--- src/rtl/lsq_dmem_req_queue.sv ---
// lsq_dmem_req_queue: in-order buffer between the LSQ and the data-cache
// controller. Requests are presented one at a time from the FIFO head and
// retire when memory returns a nonzero accept tag. Accepted loads are
// remembered in a 16-entry tag table so returning data can be steered back
// to the originating LSQ entry.
module lsq_dmem_req_queue #(
  parameter int DEPTH = 4,
  parameter int IDX_W = 3
) (
  input  logic             i_clock,
  input  logic             i_reset,
  input  logic             i_lsq_req_valid,
  input  logic             i_lsq_req_is_store,
  input  logic [63:0]      i_lsq_req_addr,
  input  logic [63:0]      i_lsq_req_data,
  input  logic [IDX_W-1:0] i_lsq_req_idx,
  output logic             o_req_ready,
  output logic             o_q2ctr_rd_en,
  output logic [63:0]      o_q2ctr_rd_addr,
  output logic             o_q2ctr_st_en,
  output logic [63:0]      o_q2ctr_st_addr,
  output logic [63:0]      o_q2ctr_st_data,
  input  logic [3:0]       i_ctr2q_response,
  input  logic [3:0]       i_ctr2q_tag,
  input  logic [63:0]      i_ctr2q_tag_data,
  output logic             o_ld_done_valid,
  output logic [IDX_W-1:0] o_ld_done_idx,
  output logic [63:0]      o_ld_done_data,
  output logic             o_st_done_valid,
  output logic [IDX_W-1:0] o_st_done_idx,
  output logic             o_busy
);

  localparam int PTR_W = (DEPTH > 1) ? $clog2(DEPTH) : 1;
  localparam int CNT_W = PTR_W + 1;
  localparam logic [CNT_W-1:0] FULL_CNT = CNT_W'(DEPTH);

  // FIFO storage (payload only; never reset)
  logic             r_q_is_store [DEPTH];
  logic [63:0]      r_q_addr     [DEPTH];
  logic [63:0]      r_q_data     [DEPTH];
  logic [IDX_W-1:0] r_q_idx      [DEPTH];

  // FIFO control
  logic [PTR_W-1:0] r_head;
  logic [PTR_W-1:0] r_tail;
  logic [CNT_W-1:0] r_count;

  // Tag table: valid bits are control, idx fields are payload
  logic [15:0]      r_tag_vld;
  logic [IDX_W-1:0] r_tag_idx [16];

  // Store completion pulse
  logic             r_st_done_vld;
  logic [IDX_W-1:0] r_st_done_idx;

  logic w_nonempty;
  logic w_head_st;
  logic w_push;
  logic w_pop;
  logic w_alloc;
  logic w_st_acc;
  logic w_ret;

  assign w_nonempty  = (r_count != '0);
  assign w_head_st   = r_q_is_store[r_head];
  // Ready looks only at the registered count; a same-cycle pop does not
  // make room for a same-cycle push.
  assign o_req_ready = (r_count != FULL_CNT);
  assign w_push      = i_lsq_req_valid & o_req_ready;
  assign w_pop       = w_nonempty & (i_ctr2q_response != 4'd0);
  assign w_alloc     = w_pop & ~w_head_st;
  assign w_st_acc    = w_pop & w_head_st;
  assign w_ret       = (i_ctr2q_tag != 4'd0) & r_tag_vld[i_ctr2q_tag];

  // Write the incoming request into the tail slot
  always_ff @(posedge i_clock) begin
    if (w_push) begin
      r_q_is_store[r_tail] <= i_lsq_req_is_store;
      r_q_addr[r_tail]     <= i_lsq_req_addr;
      r_q_data[r_tail]     <= i_lsq_req_data;
      r_q_idx[r_tail]      <= i_lsq_req_idx;
    end
  end

  // Advance head/tail pointers and track occupancy
  always_ff @(posedge i_clock or posedge i_reset) begin
    if (i_reset) begin
      r_head  <= '0;
      r_tail  <= '0;
      r_count <= '0;
    end else begin
      if (w_push) r_tail <= r_tail + PTR_W'(1);
      if (w_pop)  r_head <= r_head + PTR_W'(1);
      case ({w_push, w_pop})
        2'b10:   r_count <= r_count + CNT_W'(1);
        2'b01:   r_count <= r_count - CNT_W'(1);
        default: r_count <= r_count;
      endcase
    end
  end

  // Tag valid bits: a return clears first, a same-tag allocation then wins
  always_ff @(posedge i_clock or posedge i_reset) begin
    if (i_reset) begin
      r_tag_vld <= '0;
    end else begin
      if (w_ret)   r_tag_vld[i_ctr2q_tag]      <= 1'b0;
      if (w_alloc) r_tag_vld[i_ctr2q_response] <= 1'b1;
    end
  end

  // Record which LSQ entry owns a newly allocated tag
  always_ff @(posedge i_clock) begin
    if (w_alloc) r_tag_idx[i_ctr2q_response] <= r_q_idx[r_head];
  end

  // One-cycle store completion pulse following acceptance
  always_ff @(posedge i_clock or posedge i_reset) begin
    if (i_reset) begin
      r_st_done_vld <= 1'b0;
      r_st_done_idx <= '0;
    end else begin
      r_st_done_vld <= w_st_acc;
      r_st_done_idx <= w_st_acc ? r_q_idx[r_head] : '0;
    end
  end

  // Present the head entry on exactly one of the load/store request lines
  always_comb begin
    o_q2ctr_rd_en   = 1'b0;
    o_q2ctr_rd_addr = '0;
    o_q2ctr_st_en   = 1'b0;
    o_q2ctr_st_addr = '0;
    o_q2ctr_st_data = '0;
    if (w_nonempty) begin
      if (w_head_st) begin
        o_q2ctr_st_en   = 1'b1;
        o_q2ctr_st_addr = r_q_addr[r_head];
        o_q2ctr_st_data = r_q_data[r_head];
      end else begin
        o_q2ctr_rd_en   = 1'b1;
        o_q2ctr_rd_addr = r_q_addr[r_head];
      end
    end
  end

  // Steer returning load data to its LSQ entry in the same cycle
  always_comb begin
    o_ld_done_valid = 1'b0;
    o_ld_done_idx   = '0;
    o_ld_done_data  = '0;
    if (w_ret) begin
      o_ld_done_valid = 1'b1;
      o_ld_done_idx   = r_tag_idx[i_ctr2q_tag];
      o_ld_done_data  = i_ctr2q_tag_data;
    end
  end

  assign o_st_done_valid = r_st_done_vld;
  assign o_st_done_idx   = r_st_done_idx;
  assign o_busy          = w_nonempty | (|r_tag_vld);

endmodule
--- config.mk ---
export PLATFORM = sky130hd
export DESIGN_NAME = lsq_dmem_req_queue
export DESIGN_NICKNAME = d
export VERILOG_FILES = /design/src/rtl/lsq_dmem_req_queue.sv
export SDC_FILE = /design/constraint.sdc
export NUM_CORES = 1
export LEC_CHECK = 0
export CAP_MARGIN = 5
export CORE_ASPECT_RATIO = 0.9
export CORE_MARGIN = 1
export CORE_UTILIZATION = 30
export DETAILED_ROUTE_END_ITERATION = 7
export GPL_ROUTABILITY_DRIVEN = 0
export PLACE_DENSITY = 0.54
export SLEW_MARGIN = 20
export SYNTH_ARGS = -nofsm -noshare
export SYNTH_HDL_FRONTEND = slang
export SYNTH_SLANG_ARGS = --single-unit
export TNS_END_PERCENT = 20
--- constraint.sdc ---
create_clock -name i_clock -period 5.7 [get_ports i_clock]
set_input_delay 1.14 -clock i_clock [delete_from_list [all_inputs] [get_ports i_clock]]
set_output_delay 1.14 -clock i_clock [all_outputs]
set_load 0.005 [all_outputs]
==> run_results.csv <==
group,metric,value,unit
sta,relSlewSlack,0.339,
grt,grt_pass1_vias,13843,
synth,yosysTopAreaCell,"edfxtp_1",
run,cap_violations,0,
grt,grt_first_pass_wirelength,87100,um
finish,design_area,32300,um^2
placed_design,hpwlAfterDp,37200,um
cts,tritoncts,"done",
critical_path,path_cells,"clkdlybuf4s50_1 -> mux2_2 -> o221ai_1 -> o32ai_4 -> buf_4 -> and2_1 -> clkdlybuf4s50_1",
synth,synth_area,24100,um^2
critical_path,critPathSlowestCell,"clkdlybuf4s50_1",
synth,synth_common_cells,"edfxtp_1 (576), and2_1 (241), mux4_2 (146)",
placed_design,detailed_place.area,30100,um^2
synth,yosys_most_used_dff,"edfxtp_1",
placed_design,io_buffers,474,
floorplanning,fp.dieW,301,um
critical_path,start_kind,"input pin",
detailed_routing,num_vias,12924,
detailed_routing,first_iter_violations,768,
finish,nets,1919,
sta,finalClockSkew,22.6,ps
detailed_routing,routed_wl,59000,um
floorplanning,die_height,271,um
synth,ys_types,39,
sta,grt_setup_unrepaired,"false",
pwr,p_int,12.0,mW
detailed_routing,wl_per_cell,21.0,um
floorplanning,die_area,81500,um^2
critical_path,criticalPathCategory,"in2out",
cts,clock_latency,610,ps
detailed_routing,antenna_left,0,
synth,yosysMostFrequentCell,"edfxtp_1",
cts,cts_setup_buffers,0,
cts,htree_levels,3,
critical_path,max_stage_delay,800,ps
cts,path_clk_slew,60,ps
sta,setup_viol,0,
sta,fin_crit,4920,ps
pwr,combPwrFrac,0.383,
critical_path,required,4560,ps
critical_path,cp-end-kind,"primary output",
sta,drv_slew,0,
sta,setup-tns-final,0,ps
sta,hold_viol,0,
finish,syn2layout_area_growth,34.1,%
critical_path,cpLargestDelayFamily,"buffers and inverters",
grt,grt_start_max_net_pins,133,
floorplanning,rows,98,
cts,cts_resized,0,
synth,postSynth.asyncResetShare,0.0448,
critical_path,worstPathMaxFanout,68,
cts,cts_root_buf,"clkbuf_16",
critical_path,worst_ep_arrival_time,3780,ps
synth,ys_ff_latch,603,
synth,seq_area_frac_synth,0.746,
sta,tightest_slew,986,ps
synth,synth_cells,1205,
pwr,sw_frac_of_total,0.292,
pwr,switching_power,4.93,mW
grt,grt_usage,0.144,
cts,clk_path_buf_depth,3,
critical_path,cpMostUsedCell,"clkdlybuf4s50_1",
sta,holdWs,396,ps
detailed_routing,vias_per_cell,4.60,
run_status,status,"finished, final reports clean",
pwr,ir_drop,0.000338,V
worst_hold_path,hp-class,"reg2reg",
floorplanning,boundaryPins,475,
cts,cts_made_buffers,67,
finish,drive_gt1_frac,0.171,
cts,numClockSinks,603,
floorplanning,floorplan.initialDensity,0.303,
detailed_routing,drt-pass1-iter-count,5,
synth,synth_edf_count,576,
synth,ys_warn_count,0,
sta,max_clock_freq,203,MHz
synth,synthTopCellsByArea,"edfxtp_1 (72%), mux4_2 (14%), and2_1 (6.3%)",
grt,antenna_found_initial,14,
pwr,p_clk_frac,0.254,
cts,holdBufCountCts,0,
synth,avgSynthCellArea,20.0,um^2
grt,overflow,0,
pwr,pwr-share-seq,0.363,
detailed_routing,drc,0,
pwr,p_leak,10.6,nW
synth,synth_top_area_frac,0.718,
pwr,power_density,523,nW/um^2
critical_path,cp.buffers_inverters,3,
floorplanning,coreArea,79500,um^2
sta,fin_crit_sh,0.863,
-- worst reg2reg max path: stages (launching register included) --
cell and delay [ps]:
dfrtp_4 740, mux4_2 710, nor2_4 610, nand3b_1 570, nor2_1 400
-- final timing paths --
check                                     endpoint           start  depth (start not counted)  slack, ps
worst max-delay path            o_ld_done_data[55]  i_ctr2q_tag[3]                          7        780
worst min-delay path                  r_tag_vld[0]    r_tag_vld[0]                          0        400
worst max register to register     r_tag_idx[9][2]       r_head[0]                          4       2340
worst min register to register        r_tag_vld[0]    r_tag_vld[0]                          0        400
max in group asynchronous                r_head[0]         i_reset                          2       4190
min in group asynchronous         o_st_done_idx[2]         i_reset                          2        970
-- metrics by stage --
| stage | utilization | total power [mW] | setup WS, ps | instances |
|---|---|---|---|---|
| global placement | 0.379 | 12.8 | 849 | 2687 |
| CTS | 0.406 | 17.3 | 635 | 2806 |
| detailed placement | 0.379 | 12.9 | 783 | 2687 |
| finish | 0.407 | 16.9 | 783 | 2810 |
| floorplan | - | 9.48 | 981 | 1207 |
| global route | 0.406 | 17.8 | 569 | 2806 |
-- placed cells by master (no fill, tap or decap), types with 9 or more instances in the layout --
cell and n:
o21ai_0 28, dfrtp_1 25, mux4_2 146, edfxtp_1 576, buf_4 14, nand2_1 9
and2_4 20, nor2_1 19, nand3_1 9, clkinv_1 11, clkbuf_16 68, clkbuf_1 11
clkinv_2 10, and2_1 241, clkdlybuf4s50_1 474
-- metal layers --
metal  routed length, um  share of wire  up-vias  track usage
li1                    -              -     5740            -
met4                1060          0.018       22       0.0315
met5                 152         0.0026        -            0
met3                5330          0.090      100       0.0588
met2               29800           0.50      436        0.250
met1               22700           0.38     6626        0.165
-- registers in the layout, indices dropped and copies added, names as in the netlist, 3 cells and up --
register	cells
o_st_done_idx	3
r_count	3
r_q_addr	256
r_q_data	256
r_q_idx	12
r_q_is_store	4
r_tag_idx	48
r_tag_vld	16
-- kinds of logic after synthesis --
family          count (synthesis)  synth area share
compound gates                 38           0.00924
buf+inv                        72            0.0163
simple gates                  329            0.0845
fa+ha+maj                       6           0.00343
xor+xnor                        6           0.00218
mux                           150             0.138
other cells                     1          0.000156
flops                         603             0.746
-- power by group through the flow --
stage	clock network, mW	registers (mW)	logic (mW)
6_report	4.30	6.14	6.47
5_1_grt	4.59	6.22	7.04
4_1_cts	4.42	6.16	6.68
3_5_place_dp	0	6.24	6.64
3_3_place_gp	0	6.20	6.62
2_1_floorplan	0	6.21	3.27
-- area by class of cell --
class,instances,area (um^2)
fillers,7114,47200
flip-flops and latches,603,18000
diodes,4,10.0
multi-input cells,532,5770
well taps,1050,1310
clock buffers,79,1740
inverters,7,26.3
clock inverters,40,473
repair buffers,495,4990
No activity file was read; power rests on OpenSTA's default activity.
